File: config.mk
export PLATFORM = sky130hd
export DESIGN_NAME = if_stage
export DESIGN_NICKNAME = d
export VERILOG_FILES = /design/src/rtl/if_stage.sv
export SDC_FILE = /design/constraint.sdc
export NUM_CORES = 2
export LEC_CHECK = 0
export ABC_CLOCK_PERIOD_IN_PS = 4400
export BUFFER_PORTS_ARGS = -buffer_cell sky130_fd_sc_hd__buf_2
export CORE_ASPECT_RATIO = 1.5
export CORE_MARGIN = 1
export CORE_UTILIZATION = 40
export DETAILED_ROUTE_END_ITERATION = 10
export SYNTH_ARGS = -nofsm -noshare
export SYNTH_HDL_FRONTEND = slang
export SYNTH_SLANG_ARGS = --single-unit
File: constraint.sdc
create_clock -name clock -period 4.4 [get_ports clock]
set_input_delay 0.88 -clock clock [delete_from_list [all_inputs] [get_ports clock]]
set_output_delay 0.88 -clock clock [all_outputs]
set_load 0.05 [all_outputs]
File: src/rtl/if_stage.sv
// Instruction-fetch stage: program memory, PC sequencing and the IF/ID pipeline register.
// Handles stall, jump redirect with a one-cycle bubble, and halt on HALT_OP.
module if_stage #(
    parameter int          MEM_DEPTH = 256,
    parameter logic [7:0]  RESET_PC  = 8'h00,
    parameter logic [7:0]  HALT_OP   = 8'hFF,
    parameter logic [7:0]  NOP_OP    = 8'h00
) (
    input  logic       clock,
    input  logic       reset,
    input  logic       start,
    input  logic       load_en,
    input  logic [7:0] load_addr,
    input  logic [7:0] load_data,
    input  logic       stall,
    input  logic       jump_en,
    input  logic [7:0] jump_target,
    output logic [7:0] PC,
    output logic [7:0] inst,
    output logic       valid,
    output logic       running,
    output logic       halted
);

    typedef enum logic [1:0] {IDLE, RUN, HALT} state_t;

    state_t     state, state_nxt;
    logic [7:0] pc_reg, pc_reg_nxt;
    logic [7:0] pc_p1, pc_p1_nxt;
    logic [7:0] inst_p1, inst_p1_nxt;
    logic       vld_p1, vld_p1_nxt;
    logic [7:0] fetch_p0;
    logic [7:0] mem [0:MEM_DEPTH-1];

    function automatic logic [7:0] pc_inc(input logic [7:0] a);
        return a + 8'd1;
    endfunction

    // Program memory is only writable while idle and survives reset.
    always_ff @(posedge clock) begin
        if (state == IDLE && load_en)
            mem[load_addr] <= load_data;
    end

    assign fetch_p0 = mem[pc_reg];

    always_comb begin
        state_nxt   = state;
        pc_reg_nxt  = pc_reg;
        pc_p1_nxt   = pc_p1;
        inst_p1_nxt = inst_p1;
        vld_p1_nxt  = vld_p1;
        case (state)
            IDLE: begin
                inst_p1_nxt = NOP_OP;
                vld_p1_nxt  = 1'b0;
                if (start) begin
                    state_nxt  = RUN;
                    pc_reg_nxt = RESET_PC;
                end
            end
            RUN: begin
                if (jump_en) begin
                    pc_reg_nxt  = jump_target;
                    inst_p1_nxt = NOP_OP;
                    vld_p1_nxt  = 1'b0;
                end else if (!stall) begin
                    inst_p1_nxt = fetch_p0;
                    pc_p1_nxt   = pc_inc(pc_reg);
                    vld_p1_nxt  = 1'b1;
                    // The halt word itself is delivered; pc_reg parks on it.
                    if (fetch_p0 == HALT_OP)
                        state_nxt = HALT;
                    else
                        pc_reg_nxt = pc_inc(pc_reg);
                end
            end
            HALT: begin
                inst_p1_nxt = NOP_OP;
                vld_p1_nxt  = 1'b0;
                if (start) begin
                    state_nxt  = RUN;
                    pc_reg_nxt = RESET_PC;
                end
            end
            default: state_nxt = IDLE;
        endcase
    end

    always_ff @(posedge clock or posedge reset) begin
        if (reset) begin
            state   <= IDLE;
            pc_reg  <= RESET_PC;
            pc_p1   <= 8'h00;
            inst_p1 <= NOP_OP;
            vld_p1  <= 1'b0;
        end else begin
            state   <= state_nxt;
            pc_reg  <= pc_reg_nxt;
            pc_p1   <= pc_p1_nxt;
            inst_p1 <= inst_p1_nxt;
            vld_p1  <= vld_p1_nxt;
        end
    end

    // IF/ID register outputs
    assign PC      = pc_p1;
    assign inst    = inst_p1;
    assign valid   = vld_p1;
    assign running = (state == RUN);
    assign halted  = (state == HALT);

endmodule

; ---- Word level (Yosys, flattened, before mapping)
; Memories as Yosys holds them, arrays and structs flattened.
; Index checks and enable logic that the tools add are counted.
[totals]
n_memories = 1
input_bits = 30
output_inout_bits = 19
register_bits = 27
word_cells = 44
mem_bits_rw = 2048
[op_classes]
n_mux = 18
reduce_logical = 8
bitwise = 2
addsub = 1
n_eq_ne = 9
[memory_table]
columns = name, words, word_bits, rd, rd_clocked_by_memory_dff, write_ports, line_no
row1 = mem, 256, 8, 1, 0, 1, 33  ; logic [7:0] mem [0:MEM_DEPTH-1];
[ops]
columns = cell, n
row1 = two-way mux 8 bit, 6
row2 = case mux 8 bit (2 select lines), 2
row3 = "adder 8 x 1 -> 8 bit, second input constant", 1
row4 = "equality test 8 bit, second input constant", 1
row5 = two-way mux 2 bit, 4
row6 = AND reduction 4 bit, 2
row7 = "!= test 3 bit, second input constant", 2
row8 = two-way mux 1 bit, 4
row9 = "!= test 2 x 1 -> 1 bit, second input constant", 2
row10 = "!= test 2 bit, second input constant", 2
row11 = case mux 2 bit (2 select lines), 1
row12 = AND reduction 3 bit, 1
row13 = "equality test 2 x 1 -> 1 bit, second input constant", 1
row14 = "equality test 2 bit, second input constant", 1
row15 = zero test 2 bit, 1
row16 = inverter 1 bit, 2
row17 = case mux 1 bit (2 select lines), 1
row18 = AND reduction 2 bit, 1
row19 = nonzero test 2 bit, 1
row20 = OR reduction 2 bit, 1
row21 = logical AND 1 bit, 1

; ---- Longest topological paths before layout
; An unclocked memory read counts as a cell.
[logic_depth]
word_depth = 6
ltp_mapped = 16

; ---- Worst setup path before layout
; No wires, ideal clock.
[synth_timing]
path_kind = register -> register
from = register pc_reg[1]
to = register pc_reg[0]
slack_ns = 1.352
t_arrival_ns = 2.924
path_buffers = 3
period_less_slack_ns = 3.048
setup_ns = 0.124
stages_incl_launch_ff = 14
t_required_ns = 4.276
path_cell_list = dfrtp_1 > buf_4 > or2_2 > buf_4 > clkbuf_1 > o22ai_1 > nor3_1 > o41ai_2 > o211ai_1 > or4_4 > o32ai_4 > nand4_2 > nor2b_1 > a211o_1
[synth_via]
elab_chain_cells = 4
[synth_rtl]
columns = item, line_no
row1 = start: declaration, 28  ; logic [7:0] pc_reg, pc_reg_nxt;
row2 = start signal: assignment, 99  ; pc_reg <= pc_reg_nxt;
row3 = memory read (256 x 8 bit), n/a
row4 = equality test 8 bit, 72  ; if (fetch_p0 == HALT_OP)
row5 = != test 3 bit (no source line), n/a
row6 = AND reduction 4 bit (no source line), n/a
; No other way between the ends.
; A chain may end at the register's enable or synchronous reset.

; ---- Worst setup path after layout
[layout_timing]
from = register pc_reg[0]
to = register pc_reg[5]
[layout_via]
elab_chain_cells = 5
word_cells_on_any_way = 9
cone_classes = add/sub (1) / eq/ne (2) / mux (4) / reduce/logical (1) / memory (1)
[layout_rtl]
columns = item
row1 = branches (longest 5 deep; another with memory read (256 x 8 bit))
; Several ways; the timed one is not identified. The select of a mux whose other input is x is not followed.

==> impl_metrics.tcl <==
set metrics [dict create \
    slew_headroom 0.295 \
    drv_slew 0 \
    hold_buffers 0 \
    mostFrequentLayoutCell "edfxtp_1" \
    rrSetupSlack_ns 0.16 \
    synth_warnings 0 \
    max_clock_freq_mhz 236 \
    cts_tree "built" \
    p_per_area_nw_per_um2 584 \
    ir_drop_v 0.000420 \
    required_ns 5.10 \
    cp_cell_sequence "buf_12 -> buf_12 -> mux4_2 -> o22ai_1 -> a311o_1 -> o31ai_1 -> nand3_1 -> nor3_1 -> nand4_1 -> o211ai_2 -> o2bb2ai_1" \
    leakage_nw 29.5 \
    dr.pass1.iters 6 \
    worst_pin_slew_ns 1.06 \
    drc 0 \
    synth_flop_cell "edfxtp_1" \
    top_usage_layer "met2" \
    final-hold-violation-count 0 \
    critPathLaunchType "flop" \
    period_share 0.964 \
    setup_viol 0 \
    min_period_ns 4.24 \
    synth_edf_count 2048 \
    use_met3 0.0313 \
    cts-htree-levels 4 \
    fin_ws_ns 0.159 \
    placement_rows 202 \
    clock_sinks 2075 \
    pre_cts_slack_ns 0.217 \
    cap_viol_max_count 0 \
    worst_setup_path_end_kind "flop" \
    grt_first_pass_wirelength_um 326000 \
    rsz0062_at_grt "no" \
    final_nets 4417 \
    seq_area_frac_synth 0.765 \
    drt-total-wl_um 231000 \
    finClkSkew_ns 0.0393 \
    syn_inst 3962 \
    slowest_stage "dfrtp_4" \
    use_met1 0.280 \
    syn_nets 3993 \
    cpPeakStageDelay_ns 0.67 \
    r2r_start "pc_reg[0]" \
    syn2layout_area_growth_pct 14.4 \
    cts-root-buf "clkbuf_16" \
    io-pin-count 49 \
    min_path_type "in -> async" \
    path_common_cell "buf_12" \
    largest-register "mem" \
    path_class "reg -> reg" \
    initial_utilization 0.403 \
    cts_made_buffers 185 \
    grt_usage 0.224 \
    worst-path-buf-inv 2 \
    async_reset_ff_frac 0.0130 \
    dpl.hpwl_um 152000 \
    port_buffers 48 \
    gr-total-overflow 0 \
    ys_seq_elements 2075 \
    die_y_um 554 \
    clock_latency_ns 0.83 \
    clk_path_buf_depth 4 \
    status "finished clean" \
    cts.clk_slew.worst_paths_ns 0.07 \
    post_cts_buffers 0 \
    gp_congestion 0.911 \
    synth_area_sq_um 81300 \
    arrival_ns 4.94 \
    grt_pass1_vias 42400 \
    p_total_mw 54.3 \
    fin_util 0.460 \
    final_cell_count_no_fill 7187 \
    antenna_found_initial 12 \
    drtIter0Drc 4707 \
    dieArea_sq_um 205000 \
    critPathMaxFanout 29 \
    die_w_um 370 \
    mostFrequentLayoutCells "edfxtp_1, mux4_2, buf_4, nor2_1, clkbuf_16" \
    detail-route-antenna-nets 0 \
    reg2regPathDepth 11 \
    critPathTopFamily "compound AO/OA/AOI/OAI gates" \
    drt-vias-per-instance 5.85 \
    grtUsageMet2 0.382 \
    core_sq_um 202000 \
    vias 42000 \
    drive_above_1_share 0.260 \
    wl_per_cell_um 32.1 \
    largest_register_ffs 2048 \
    setup_tns_ns 0 \
    synth.avg_cell_area_sq_um 20.5 \
    r2r-end "pc_reg[5]" \
    synth.distinct_cells 73 \
    dpl.cell_count 6851 \
    grt_max_degree 126 \
]
-- stage by stage --
stage                     hold WS (ns)  cell area (sq um)
final                            0.114              93000
after global routing             0.133              92900
after CTS                       0.0955              92900
after detailed placement         0.468              87200
after global placement           0.463              87200
after floorplan                  0.571              81300
-- worst max-delay path by stage --
| stage | start | to | slack (ns) | cells after the start |
|---|---|---|---|---|
| final | pc_reg[0] | pc_reg[5] | 0.16 | 11 |
| after floorplan | pc_reg[1] | pc_reg[0] | 1.35 | 13 |
| after detailed placement | pc_reg[0] | pc_reg[5] | 0.22 | 12 |
| after global routing | pc_reg[0] | pc_reg[4] | 0.12 | 12 |
| after global placement | pc_reg[0] | pc_reg[3] | 0.27 | 12 |
| after CTS | pc_reg[0] | pc_reg[5] | 0.20 | 12 |
-- area by class of cell --
type,count,area (sq um)
Fill cell,16700,109000
Sequential cell,2075,62200
Multi-Input combinational cell,1635,17500
Clock buffer,225,4820
Timing Repair Buffer,479,4070
Tap cell,2652,3320
Clock inverter,105,947
Inverter,10,37.5
Antenna cell,6,15.0
-- cell usage after synthesis (all sizes together), types with 35 or more instances --
cell | number | area share
nor3 | 35 | 0.0022
mux4 | 442 | 0.12
nand2 | 100 | 0.0046
mux2i | 178 | 0.022
o22ai | 81 | 0.0062
nand3 | 57 | 0.0035
a21oi | 49 | 0.0030
buf | 154 | 0.015
nor2 | 315 | 0.015
a22oi | 103 | 0.0095
edfxtp | 2048 | 0.76
clkbuf | 88 | 0.0041
-- cells by family (layout without fill, tap and decap cells) --
family | count (synthesis) | after routing | synth area share
DFF | 2075 | 2075 | 0.765
muxes | 631 | 631 | 0.148
and+or+nand+nor | 620 | 620 | 0.0341
AOI/OAI and AO/OA | 377 | 377 | 0.0325
buffers and inverters | 252 | 819 | 0.0200
xor gates and xnor gates | 6 | 6 | 0.000646
adders and majority gates | 1 | 1 | 0.000154
other | 0 | 6 | 0
-- report_power, final --
part,switching (mW),internal [mW],leakage (nW)
Combinational,9.74,6.56,7.97
Clock,7.09,8.80,2.82
Sequential,0.313,21.8,18.7
-- what timing repair did --
item / CTS / global route
endpoints found under the hold margin: 0 / 0
resized for setup: 0 / 1
setup endpoints to repair: 0 / 6
-- tightest hold or removal path: cells and delay by family --
family / cells / cell delay (ns)
buffers and inverters: 3 / 0.49
-- per-layer routing --
metal / wire (um) / up-vias
li1: - / 17300
met1: 85500 / 22400
met2: 117000 / 1826
met3: 15600 / 485
met4: 12700 / 8
met5: 46 / -
Power figures use the tool's default switching activity.
